`config.mk`:
```
export PLATFORM = sky130hd
export DESIGN_NAME = branch_ctrl
export DESIGN_NICKNAME = d
export VERILOG_FILES = /design/src/rtl/branch_ctrl.sv
export SDC_FILE = /design/constraint.sdc
export NUM_CORES = 1
export LEC_CHECK = 0
export ABC_AREA = 1
export CAP_MARGIN = 20
export CORE_ASPECT_RATIO = 0.9
export CORE_MARGIN = 2
export CORE_UTILIZATION = 55
export DETAILED_ROUTE_END_ITERATION = 6
export PLACE_DENSITY = 0.8
export SYNTH_ARGS = -nofsm -noshare
export SYNTH_HDL_FRONTEND = slang
export SYNTH_SLANG_ARGS = --single-unit
export TNS_END_PERCENT = 1
```
`constraint.sdc`:
```
create_clock -name clk -period 8.66 [get_ports clk]
set_clock_uncertainty 0.05 [all_clocks]
set_input_delay 1.732 -clock clk [delete_from_list [all_inputs] [get_ports clk]]
set_output_delay 1.732 -clock clk [all_outputs]
set_load 0.01 [all_outputs]
```
`src/rtl/branch_ctrl.sv`:
```
`default_nettype none
// +--------------------------------------------------------------------------+
// | Module   : branch_ctrl                                                   |
// | Brief    : PSR flag latch, condition evaluation, next-pc select and a    |
// |            circular return-address stack, all advanced on pulse_en.     |
// | Revision : 1.0                                                           |
// +--------------------------------------------------------------------------+
module branch_ctrl #(
    parameter int AW    = 32,
    parameter int DW    = 32,
    parameter int DEPTH = 8
) (
    input  logic                       clk,
    input  logic                       clr,
    input  logic                       pulse_en,
    input  logic [AW-1:0]              pcPlus1,
    input  logic [2:0]                 opCode,
    input  logic [3:0]                 condType,
    input  logic [4:0]                 psrCont,
    input  logic [4:0]                 psr,
    input  logic [AW-1:0]              branchAddr,
    output logic [AW-1:0]              pcOut,
    output logic [DW-1:0]              scond,
    output logic                       taken,
    output logic [4:0]                 psrOut,
    output logic [$clog2(DEPTH):0]     rasCount,
    output logic                       rasEmpty,
    output logic                       rasFull,
    output logic                       rasOvf,
    output logic                       rasUnf
);

    localparam int PW = $clog2(DEPTH);

    localparam logic [2:0] c_OP_NONE = 3'b000;
    localparam logic [2:0] c_OP_BJ   = 3'b001;
    localparam logic [2:0] c_OP_JAL  = 3'b010;
    localparam logic [2:0] c_OP_RET  = 3'b011;

    localparam logic [PW:0] c_DEPTH = (PW+1)'(DEPTH);

    // Flag bit positions inside psr / psrOut
    localparam int c_C = 0;
    localparam int c_L = 1;
    localparam int c_F = 2;
    localparam int c_Z = 3;
    localparam int c_N = 4;

    logic [4:0]    r_psr;
    logic [AW-1:0] r_ras [DEPTH];
    logic [PW-1:0] r_top;
    logic [PW:0]   r_count;
    logic          r_ovf;
    logic          r_unf;

    logic          w_cond_temp;
    logic          w_cond_val;
    logic          w_empty;
    logic          w_full;
    logic          w_push;
    logic          w_pop;
    logic [PW-1:0] w_top_inc;

    always_comb begin
        w_cond_temp = 1'b0;
        case (condType[2:0])
            3'b000:  w_cond_temp = r_psr[c_Z];
            3'b001:  w_cond_temp = r_psr[c_C];
            3'b010:  w_cond_temp = r_psr[c_L];
            3'b011:  w_cond_temp = r_psr[c_N];
            3'b100:  w_cond_temp = r_psr[c_F];
            3'b101:  w_cond_temp = r_psr[c_Z] | r_psr[c_L];
            3'b110:  w_cond_temp = r_psr[c_Z] | r_psr[c_N];
            default: w_cond_temp = 1'b1;
        endcase
    end

    assign w_cond_val = condType[3] ^ w_cond_temp;
    assign w_empty    = (r_count == '0);
    assign w_full     = (r_count == c_DEPTH);
    assign w_top_inc  = r_top + 1'b1;

    always_comb begin
        pcOut = pcPlus1;
        taken = 1'b0;
        case (opCode)
            c_OP_BJ: begin
                if (w_cond_val) begin
                    pcOut = branchAddr;
                    taken = 1'b1;
                end
            end
            c_OP_JAL: begin
                pcOut = branchAddr;
                taken = 1'b1;
            end
            c_OP_RET: begin
                if (w_cond_val) begin
                    pcOut = w_empty ? branchAddr : r_ras[r_top];
                    taken = 1'b1;
                end
            end
            default: begin
                pcOut = pcPlus1;
                taken = 1'b0;
            end
        endcase
    end

    assign w_push = pulse_en && (opCode == c_OP_JAL);
    assign w_pop  = pulse_en && (opCode == c_OP_RET) && w_cond_val;

    always_ff @(posedge clk) begin
        if (clr) begin
            r_psr   <= '0;
            r_top   <= '0;
            r_count <= '0;
            r_ovf   <= 1'b0;
            r_unf   <= 1'b0;
        end else if (pulse_en) begin
            r_psr <= (psr & psrCont) | (r_psr & ~psrCont);
            if (w_push) begin
                // When full the write at top+1 lands on the oldest entry
                r_top <= w_top_inc;
                if (w_full) r_ovf   <= 1'b1;
                else        r_count <= r_count + 1'b1;
            end else if (w_pop) begin
                if (w_empty) begin
                    r_unf <= 1'b1;
                end else begin
                    r_top   <= r_top - 1'b1;
                    r_count <= r_count - 1'b1;
                end
            end
        end
    end

    // Stack storage carries no reset; contents are don't-care after clr
    always_ff @(posedge clk) begin
        if (!clr && w_push) r_ras[w_top_inc] <= pcPlus1;
    end

    assign scond    = {{(DW-1){1'b0}}, w_cond_val};
    assign psrOut   = r_psr;
    assign rasCount = r_count;
    assign rasEmpty = w_empty;
    assign rasFull  = w_full;
    assign rasOvf   = r_ovf;
    assign rasUnf   = r_unf;

endmodule
`default_nettype wire

```
Word level (Yosys, flattened, before mapping)

Memories as Yosys holds them, arrays and structs flattened. A register that Yosys moved wholly into a read port is not among the register bits.
Cells that the tools add are included.

Bits in registers: 14
Bits in writable memories: 256
Bits of input ports: 84
Output and inout port bits: 78
Logic and storage cells: 61
Memories kept: 1

Memories:

| name  | depth | width | read ports | clocked after memory_dff | wr ports | line | text |
|---|---|---|---|---|---|---|---|
| r_ras | 8     | 32    | 1          | 1                        | 1        | 50   | `logic [AW-1:0] r_ras [DEPTH];` |

Add/sub/neg operators: 4
Eq/ne operators: 12
Multiplexer cells: 18
Bitwise logic cells: 8
Reduce and logical (&&, ||, !) cells: 13

Operators by type and width:

| operator            | number |
|---|---|
| $mux 32             | 3 |
| $pmux 32 s3         | 1 |
| $mux 4              | 4 |
| $mux 3              | 5 |
| $eq 3x2->1 const B  | 4 |
| $and 5x5->5         | 2 |
| $eq 3x3->1 const B  | 3 |
| $reduce_and 4->1    | 2 |
| $pmux 1 s7          | 1 |
| $eq 3x1->1 const B  | 2 |
| $reduce_and 3->1    | 2 |
| $not 5->5           | 1 |
| $or 5x5->5          | 1 |
| $add 4x1->4 const B | 1 |
| $eq 4x4->1 const B  | 1 |
| $logic_and 1x1->1   | 4 |
| $logic_not 4->1     | 1 |
| $sub 4x1->4 const B | 1 |
| $add 3x1->3 const B | 1 |
| $logic_not 3->1     | 1 |
| $mux 1              | 3 |
| $sub 3x1->3 const B | 1 |
| $ne 2x1->1 const B  | 1 |
| $ne 2x2->1 const B  | 1 |
| other kinds (7)     | 8 |

Longest topological paths before layout

Gate-level depths: netlist of run 1.

Depth after elaboration: 8
Gate-level depth with buffers: 13

Worst setup path before layout of run 1

No wires, ideal clock.

Path kind: input to register
From: input pulse_en
To: memory r_ras[6][0], enable pin
Arrival time: 4.647 ns
Required time: 8.149 ns
Slack: 3.502 ns
Stages: 5
Path buffers: 1
Cell sequence: clkbuf_1 -> nand2_2 -> nor2_1 -> nand2_1 -> nor3_1

Cells in the longest elaborated chain, start to end: 4

RTL lines:

| what                         | line | text |
|---|---|---|
| start: declaration           | 15   | `input logic pulse_en,` |
| $logic_and 1x1->1            | 110  | `assign w_push = pulse_en && (opCode == c_OP_JAL);` |
| $logic_and 1x1->1            | 140  | `if (!clr && w_push) r_ras[w_top_inc] <= pcPlus1;` |
| $mux 1                       | 140  |  |
| $mux 1 (not written as such) | 140  |  |
| end: declaration             | 50   |  |

Every way passes these cells.

Worst setup path in the final report of run 1

From: input condType[0]
To: output pcOut[8]

Cells in the longest elaborated chain, start to end: 5
Elaborated cells on any way between the ends: 12
Classes of those cells: eq/ne: 6; mux: 4; bitwise: 1; reduce/logical: 1

RTL lines:

| what                               | line   | text |
|---|---|---|
| start: declaration                 | 18     | `input logic [3:0] condType,` |
| $eq 3x3->1 (tied with other cells) | 66     | `case (condType[2:0])` |
| $pmux 1 s7 (*)                     | 66     |  |
| $xor 1x1->1 (*)                    | 78     | `assign w_cond_val = condType[3] ^ w_cond_temp;` |
| $mux 32, on equally long branches  | 98, 88 |  |
| $pmux 32 s3 (*)                    | 86     | `case (opCode)` |
| end: declaration                   | 22     | `output logic [AW-1:0] pcOut,` |

Every way passes the cells marked *; elsewhere a longest branch is shown, timed or not.

==> results.py, run 1 <==
metrics = {
    "logic_synthesis": {
        "synth_top_cell_by_area": "sky130_fd_sc_hd__edfxtp_1",
        "mapped_avg_cell_area_um2": 10.3,
        "syn-instance-count": 1195,
        "netlist.area_leader.share": 0.623,
        "yosysWarnings": 0,
        "synth_seq_area_share": 0.651,
        "synth.distinct_cells": 36,
        "syn_area_um2": 12300,
        "ys_top_cells_by_area": "sky130_fd_sc_hd__edfxtp_1 62%, sky130_fd_sc_hd__nand2_1 11%, sky130_fd_sc_hd__nand3_1 5.2%",
        "synth_seq_cells": 273,
    },
    "cells_and_area": {
        "ratio_of_cells_with_drive_above_1_in_the_final_layout": 0.0643,
        "final_nets": 1391,
        "antenna_diode_count": 0,
        "fill_cells": 1594,
        "area_of_combinational_cells_with_multiple_inputs_um2": 3720,
        "most-common-layout-cells": "346 x sky130_fd_sc_hd__nand2_1, 256 x sky130_fd_sc_hd__edfxtp_1, 130 x sky130_fd_sc_hd__clkdlybuf4s50_1, 129 x sky130_fd_sc_hd__nand3_1, 86 x sky130_fd_sc_hd__o21ai_0",
        "area_growth_pct": 18.4,
        "number_of_non_filler_instances_in_the_completed_layout": 1612,
        "final_common_cell": "sky130_fd_sc_hd__nand2_1",
        "ff_latch_area_um2": 8030,
    },
    "power_and_ir_drop": {
        "irDropWorstVdd_mv": 0.110,
        "power_density_nw_per_um2": 188,
        "post-layout-total-power_mw": 2.75,
        "power_leakage_nw": 5.19,
    },
    "setup_path": {
        "critical_path.startpoint_type": "primary input",
        "setup.reg_to_reg.worst_slack_ns": 6.34,
        "cp_data_arrival_time_ns": 5.10,
        "crit_type": "in2out",
        "cp_max_fo": 38,
        "cp-end-kind": "primary output",
        "worst-endpoint-required_ns": 6.88,
        "regToRegEndpoint": "r_ras[5][10]",
        "reg2regPathDepth": 6,
        "worst_r2r_startpoint": "r_top[0]",
    },
    "timing": {
        "final-setup-viol-count": 0,
        "grt_setup_unrepaired": "false",
        "fin_crit_sh": 0.795,
        "pins_over_slew_limit": 0,
        "max-slew-margin-rel": 0.388,
        "layout_min_cycle_time_ns": 6.88,
        "fmax_mhz": 145,
        "worstMarginPinSlew_ns": 0.914,
        "final_report_hold_violation_count": 0,
        "finalWorstSetupSlack_ns": 1.78,
        "setup_total_negative_slack_ns": 0,
    },
    "clocking": {
        "clock-sinks": 273,
        "source_to_sink_clock_delay_at_the_later_pin_of_the_worst_skew_pair_ns": 0.53,
        "cts_tree": "built",
        "ctsRootBufferMaster": "sky130_fd_sc_hd__clkbuf_16",
        "clock_path_buffers": 3,
        "postCtsHoldBufs": 0,
        "cts.repair.resized": 0,
        "postCtsSetupBuffers": 0,
        "htree_levels": 1,
        "cts.reportedPaths.clkPinSlew_ns": 0.06,
        "cts_made_buffers": 27,
    },
    "grt": {
        "gr-usage-met1": 0.322,
        "grtUsageTotal": 0.240,
        "grt_antenna_before_repair": 0,
        "top_usage_layer": "met2",
        "globalRouteMet2Util": 0.409,
        "first_pass_grt_wire_length_um": 44900,
        "met3_usage": 0.0335,
        "grt_start_max_net_pins": 75,
        "number_of_global_route_vias_before_repair": 8700,
        "grt_overflow": 0,
    },
    "routing": {
        "vias": 9114,
        "wl_per_cell_um": 18.1,
        "drtIter0Drc": 1018,
        "drt_drc_violations_left": 0,
        "avgViaCountPerCell": 5.65,
        "ant_nets": 0,
        "drt_pass1_iterations": 5,
        "finalWirelength_um": 29200,
    },
    "floorplanning": {
        "placeable_area_um2": 21800,
        "placement_rows": 51,
        "die_h_um": 146,
        "die_width_um": 162,
        "floorplan.initialDensity": 0.565,
        "ios": 162,
        "die_outline_area_um2": 23600,
    },
    "place": {
        "placed_cells_incl_taps": 1562,
        "place_congestion": 0.814,
        "dp_hpwl_um": 16500,
        "io_buffers": 130,
        "pre_cts_slack_ns": 1.83,
    },
    "hold_path": {
        "holdCritStartpoint": "rasUnf",
        "holdCritPathClass": "reg2reg",
        "min_delay_worst_endpoint": "rasUnf",
        "hold-path-cell-count": 1,
    },
    "run_status": {
        "status": "completed",
    },
    "run": {
        "maxCapViolCount": 0,
    },
}
-- stage by stage --
step | utilization | hold slack [ns] | cell area, um^2
final | 0.669 | 0.423 | 14600
after global routing | 0.669 | 0.437 | 14600
after CTS | 0.666 | 0.423 | 14500
after detailed placement | 0.629 | 0.409 | 13700
after global placement | 0.629 | 0.396 | 13700
after floorplan | - | 0.438 | 12400
-- critical path, stage by stage --
cell	delay (ns)
sky130_fd_sc_hd__clkdlybuf4s50_1	0.59
sky130_fd_sc_hd__nor2_1	0.07
sky130_fd_sc_hd__nand2_1	0.06
sky130_fd_sc_hd__nand2_1	0.04
sky130_fd_sc_hd__nand3_1	0.12
sky130_fd_sc_hd__nand2_1	0.09
sky130_fd_sc_hd__nand2_1	0.07
sky130_fd_sc_hd__nand2_2	0.51
sky130_fd_sc_hd__o21ai_4	0.93
sky130_fd_sc_hd__nand2_1	0.10
sky130_fd_sc_hd__o211ai_1	0.15
sky130_fd_sc_hd__clkdlybuf4s50_1	0.62
-- routing by layer --
layer	part of all wire	routed length (um)
met4	0.023	657
met2	0.49	14400
met1	0.40	11700
met3	0.083	2430
met5	0	0
-- cell type report --
type | instances | area share
clock buffer | 29 | 0.0468
clock inverter | 19 | 0.00969
inverter | 52 | 0.0135
multi-input combinational | 803 | 0.255
sequential | 273 | 0.550
tap | 291 | 0.0249
timing repair buffer | 145 | 0.0996
-- power breakdown --
part	switching [mW]	internal (mW)	total (mW)
clock network	0.465	0.625	1.09
registers	0.00298	1.44	1.45
logic	0.118	0.0916	0.210
-- Yosys cell counts --
cell                         n
sky130_fd_sc_hd__edfxtp_1  256
sky130_fd_sc_hd__or2_2       1
sky130_fd_sc_hd__o21ai_1    20
sky130_fd_sc_hd__nor3_2      1
sky130_fd_sc_hd__o21a_1      1
sky130_fd_sc_hd__xnor2_1     1
sky130_fd_sc_hd__nor3_1      2
sky130_fd_sc_hd__buf_1       4
sky130_fd_sc_hd__nand4_1     3
sky130_fd_sc_hd__buf_2      25
sky130_fd_sc_hd__buf_4      38
sky130_fd_sc_hd__a22oi_1    10
sky130_fd_sc_hd__dfxtp_1    17
sky130_fd_sc_hd__a21oi_2     1
sky130_fd_sc_hd__a31oi_1     3
sky130_fd_sc_hd__o21ai_4     1
sky130_fd_sc_hd__nor2_1     75
sky130_fd_sc_hd__nand2_1   346
sky130_fd_sc_hd__nand3_2     1
sky130_fd_sc_hd__xor2_1      3
sky130_fd_sc_hd__a21oi_4     1
sky130_fd_sc_hd__fa_1        1
sky130_fd_sc_hd__ha_1        4
sky130_fd_sc_hd__clkinv_2    1
sky130_fd_sc_hd__inv_2       7
sky130_fd_sc_hd__o211ai_1   16
sky130_fd_sc_hd__o21ai_0    86
sky130_fd_sc_hd__nand3_1   129
sky130_fd_sc_hd__buf_6       2
sky130_fd_sc_hd__nor2_4      3
sky130_fd_sc_hd__nand2_2     3
sky130_fd_sc_hd__a21oi_1    45
sky130_fd_sc_hd__o22ai_1    15
sky130_fd_sc_hd__conb_1      1
sky130_fd_sc_hd__inv_1      44
sky130_fd_sc_hd__clkbuf_1   28
-- logic make-up after synthesis --
group,Yosys count,share of synthesized area
flip-flops,273,0.651
AND/OR/NAND/NOR,564,0.189
XOR/XNOR,4,0.00284
other,1,0.000304
buffers and inverters,149,0.0608
AO/OA/AOI/OAI,199,0.0902
adder cells (fa/ha/maj),5,0.00568
-- flip-flops by register name (all words and copies together), names as in the netlist, named ones only --
name and cells:
rasUnf 1, r_top 3, rasOvf 1, r_ras 256, rasCount 4
-- how the worst max path moves through the flow --
| stage | from | cells after the start | end |
|---|---|---|---|
| after floorplan | pulse_en | 5 | r_ras[6][0] |
| after global placement | condType[0] | 12 | pcOut[25] |
| after detailed placement | condType[0] | 12 | pcOut[1] |
| after CTS | condType[0] | 12 | pcOut[8] |
| after global routing | condType[0] | 12 | pcOut[4] |
| final | condType[0] | 12 | pcOut[8] |
Note: power is estimated with default switching activity, not from simulation.
==> run 2: changes to the inputs <==
==> constraint.sdc (replaced) <==
create_clock -name clk -period 6.4 [get_ports clk]
set_clock_uncertainty 0.05 [all_clocks]
set_input_delay 1.28 -clock clk [delete_from_list [all_inputs] [get_ports clk]]
set_output_delay 1.28 -clock clk [all_outputs]
set_load 0.01 [all_outputs]
==> run 2 against run 1 <==
Effect of this change:
- sequential share of layout area fell by 0.14 points
- worst hold slack got worse by 0.0081 ns
- routed wire length rose by 0.82%
- power rose by 37%
- utilization rose by 0.17 points
- critical path type unchanged
- critical endpoint is now pcOut[19]
==> results.py, run 2 (synthesis gave the netlist of run 1 again) <==
metrics = {
    "place": {
        "dp_hpwl_um": 17200,
        "place_congestion": 0.786,
        "pre_cts_slack_ns": 1.08,
        "io_buffers": 130,
    },
    "cells_and_area": {
        "ff_latch_area_um2": 8030,
        "finalCoreUtilization": 0.671,
        "antenna_diode_count": 0,
        "fill_cells": 1605,
        "most-common-layout-cells": "346 x sky130_fd_sc_hd__nand2_1, 256 x sky130_fd_sc_hd__edfxtp_1, 130 x sky130_fd_sc_hd__clkdlybuf4s50_1, 129 x sky130_fd_sc_hd__nand3_1, 86 x sky130_fd_sc_hd__o21ai_0",
        "area_growth_pct": 18.7,
        "ratio_of_cells_with_drive_above_1_in_the_final_layout": 0.0619,
        "largest_register": "r_ras",
        "area_of_combinational_cells_with_multiple_inputs_um2": 3720,
        "largest_register_ff_count": 256,
        "final_common_cell": "sky130_fd_sc_hd__nand2_1",
        "final_nets": 1394,
    },
    "power_and_ir_drop": {
        "power_density_nw_per_um2": 258,
        "post-layout-total-power_mw": 3.77,
        "irDropWorstVdd_mv": 0.194,
        "power_leakage_nw": 5.19,
    },
    "grt": {
        "number_of_global_route_vias_before_repair": 8693,
        "grtUsageTotal": 0.244,
        "grt_antenna_before_repair": 0,
        "first_pass_grt_wire_length_um": 45700,
        "grt_start_max_net_pins": 71,
        "grt_overflow": 0,
    },
    "floorplanning": {
        "die_width_um": 162,
        "ios": 162,
        "placeable_area_um2": 21800,
        "die_h_um": 146,
        "placement_rows": 51,
        "floorplan.initialDensity": 0.565,
        "die_outline_area_um2": 23600,
    },
    "timing": {
        "worstMarginPinSlew_ns": 1.10,
        "fin_crit_sh": 0.831,
        "finalWorstSetupSlack_ns": 1.08,
        "grt_setup_unrepaired": "false",
        "final-setup-viol-count": 0,
        "layout_min_cycle_time_ns": 5.32,
        "final_report_hold_violation_count": 0,
        "setup_total_negative_slack_ns": 0,
        "pins_over_slew_limit": 0,
        "fmax_mhz": 188,
        "max-slew-margin-rel": 0.268,
    },
    "clocking": {
        "clock-sinks": 273,
        "cts_made_buffers": 27,
        "cts.repair.resized": 0,
        "htree_levels": 1,
        "ctsRootBufferMaster": "sky130_fd_sc_hd__clkbuf_16",
        "clock_path_buffers": 3,
        "source_to_sink_clock_delay_at_the_later_pin_of_the_worst_skew_pair_ns": 0.53,
        "postCtsHoldBufs": 0,
        "postCtsSetupBuffers": 0,
        "cts.reportedPaths.clkPinSlew_ns": 0.06,
        "cts_tree": "built",
    },
    "run_status": {
        "status": "completed",
    },
    "setup_path": {
        "cp_max_fo": 28,
        "cells_along_the_critical_path": "clkdlybuf4s50_1 -> inv_2 -> nor2_4 -> inv_2 -> nor2_4 -> nand2_1 -> clkinv_2 -> o21ai_0 -> o22ai_1 -> nand2_1 -> o211ai_1 -> clkdlybuf4s50_1",
        "cp-end-kind": "primary output",
        "cp-startpoint": "opCode[0]",
        "critical_path.slowest_cell": "sky130_fd_sc_hd__clkdlybuf4s50_1",
        "worst_r2r_startpoint": "r_top[0]",
        "cp_data_arrival_time_ns": 3.99,
        "critical_path.startpoint_type": "primary input",
        "worst-endpoint-required_ns": 5.07,
        "critical-path-max-stage-delay_ns": 0.58,
        "crit_type": "in2out",
    },
    "routing": {
        "wl_per_cell_um": 18.2,
        "drt_pass1_iterations": 7,
        "ant_nets": 0,
        "vias": 9126,
        "drtIter0Drc": 823,
        "drt_drc_violations_left": 0,
        "finalWirelength_um": 29400,
        "avgViaCountPerCell": 5.65,
    },
    "hold_path": {
        "holdCritStartpoint": "rasUnf",
        "holdCritPathClass": "reg2reg",
    },
    "run": {
        "maxCapViolCount": 0,
    },
}
==> run 2: cell type report <==
type                            count  area share
Clock buffer                       37      0.0487
Clock inverter                     12     0.00906
Inverter                           52      0.0135
Multi-Input combinational cell    803       0.254
Sequential cell                   273       0.549
Tap cell                          291      0.0249
Timing Repair Buffer              148       0.100
==> run 2: layer usage <==
metal | global-route usage | part of all wire
met5 | 0 | 0
met4 | 0.0650 | 0.018
met3 | 0.0386 | 0.080
met2 | 0.416 | 0.49
met1 | 0.329 | 0.41
==> run 2: per-stage QoR <==
| stage | instances | hold slack, ns | cell area [um^2] |
|---|---|---|---|
| global route | 1616 | 0.429 | 14600 |
| floorplan | 1225 | 0.438 | 12400 |
| finish | 1616 | 0.415 | 14600 |
| CTS | 1614 | 0.418 | 14600 |
| global placement | 1565 | 0.399 | 13700 |
| detailed placement | 1565 | 0.404 | 13700 |
==> run 2: where the power goes <==
group	leakage (nW)	total [mW]	internal, mW	switching, mW
registers	2.44	1.96	1.96	0.00514
clock network	0.403	1.53	0.897	0.629
logic	2.35	0.282	0.125	0.157
total	5.19	3.77	2.98	0.791
==> run 2: critical path, delay by kind of cell <==
kind                   cells  cell delay, ns
buffers and inverters      5            1.73
and+or+nand+nor            4            0.46
AOI/OAI and AO/OA          3            0.48
==> run 2: worst paths after layout <==
kind / slack [ns] / cells past startpoint / to
worst min register to register: 0.41 / 1 / rasUnf
worst max-delay path: 1.08 / 12 / pcOut[19]
worst max register to register: 3.66 / 6 / r_ras[2][21]
worst min-delay path: 0.41 / 1 / rasUnf
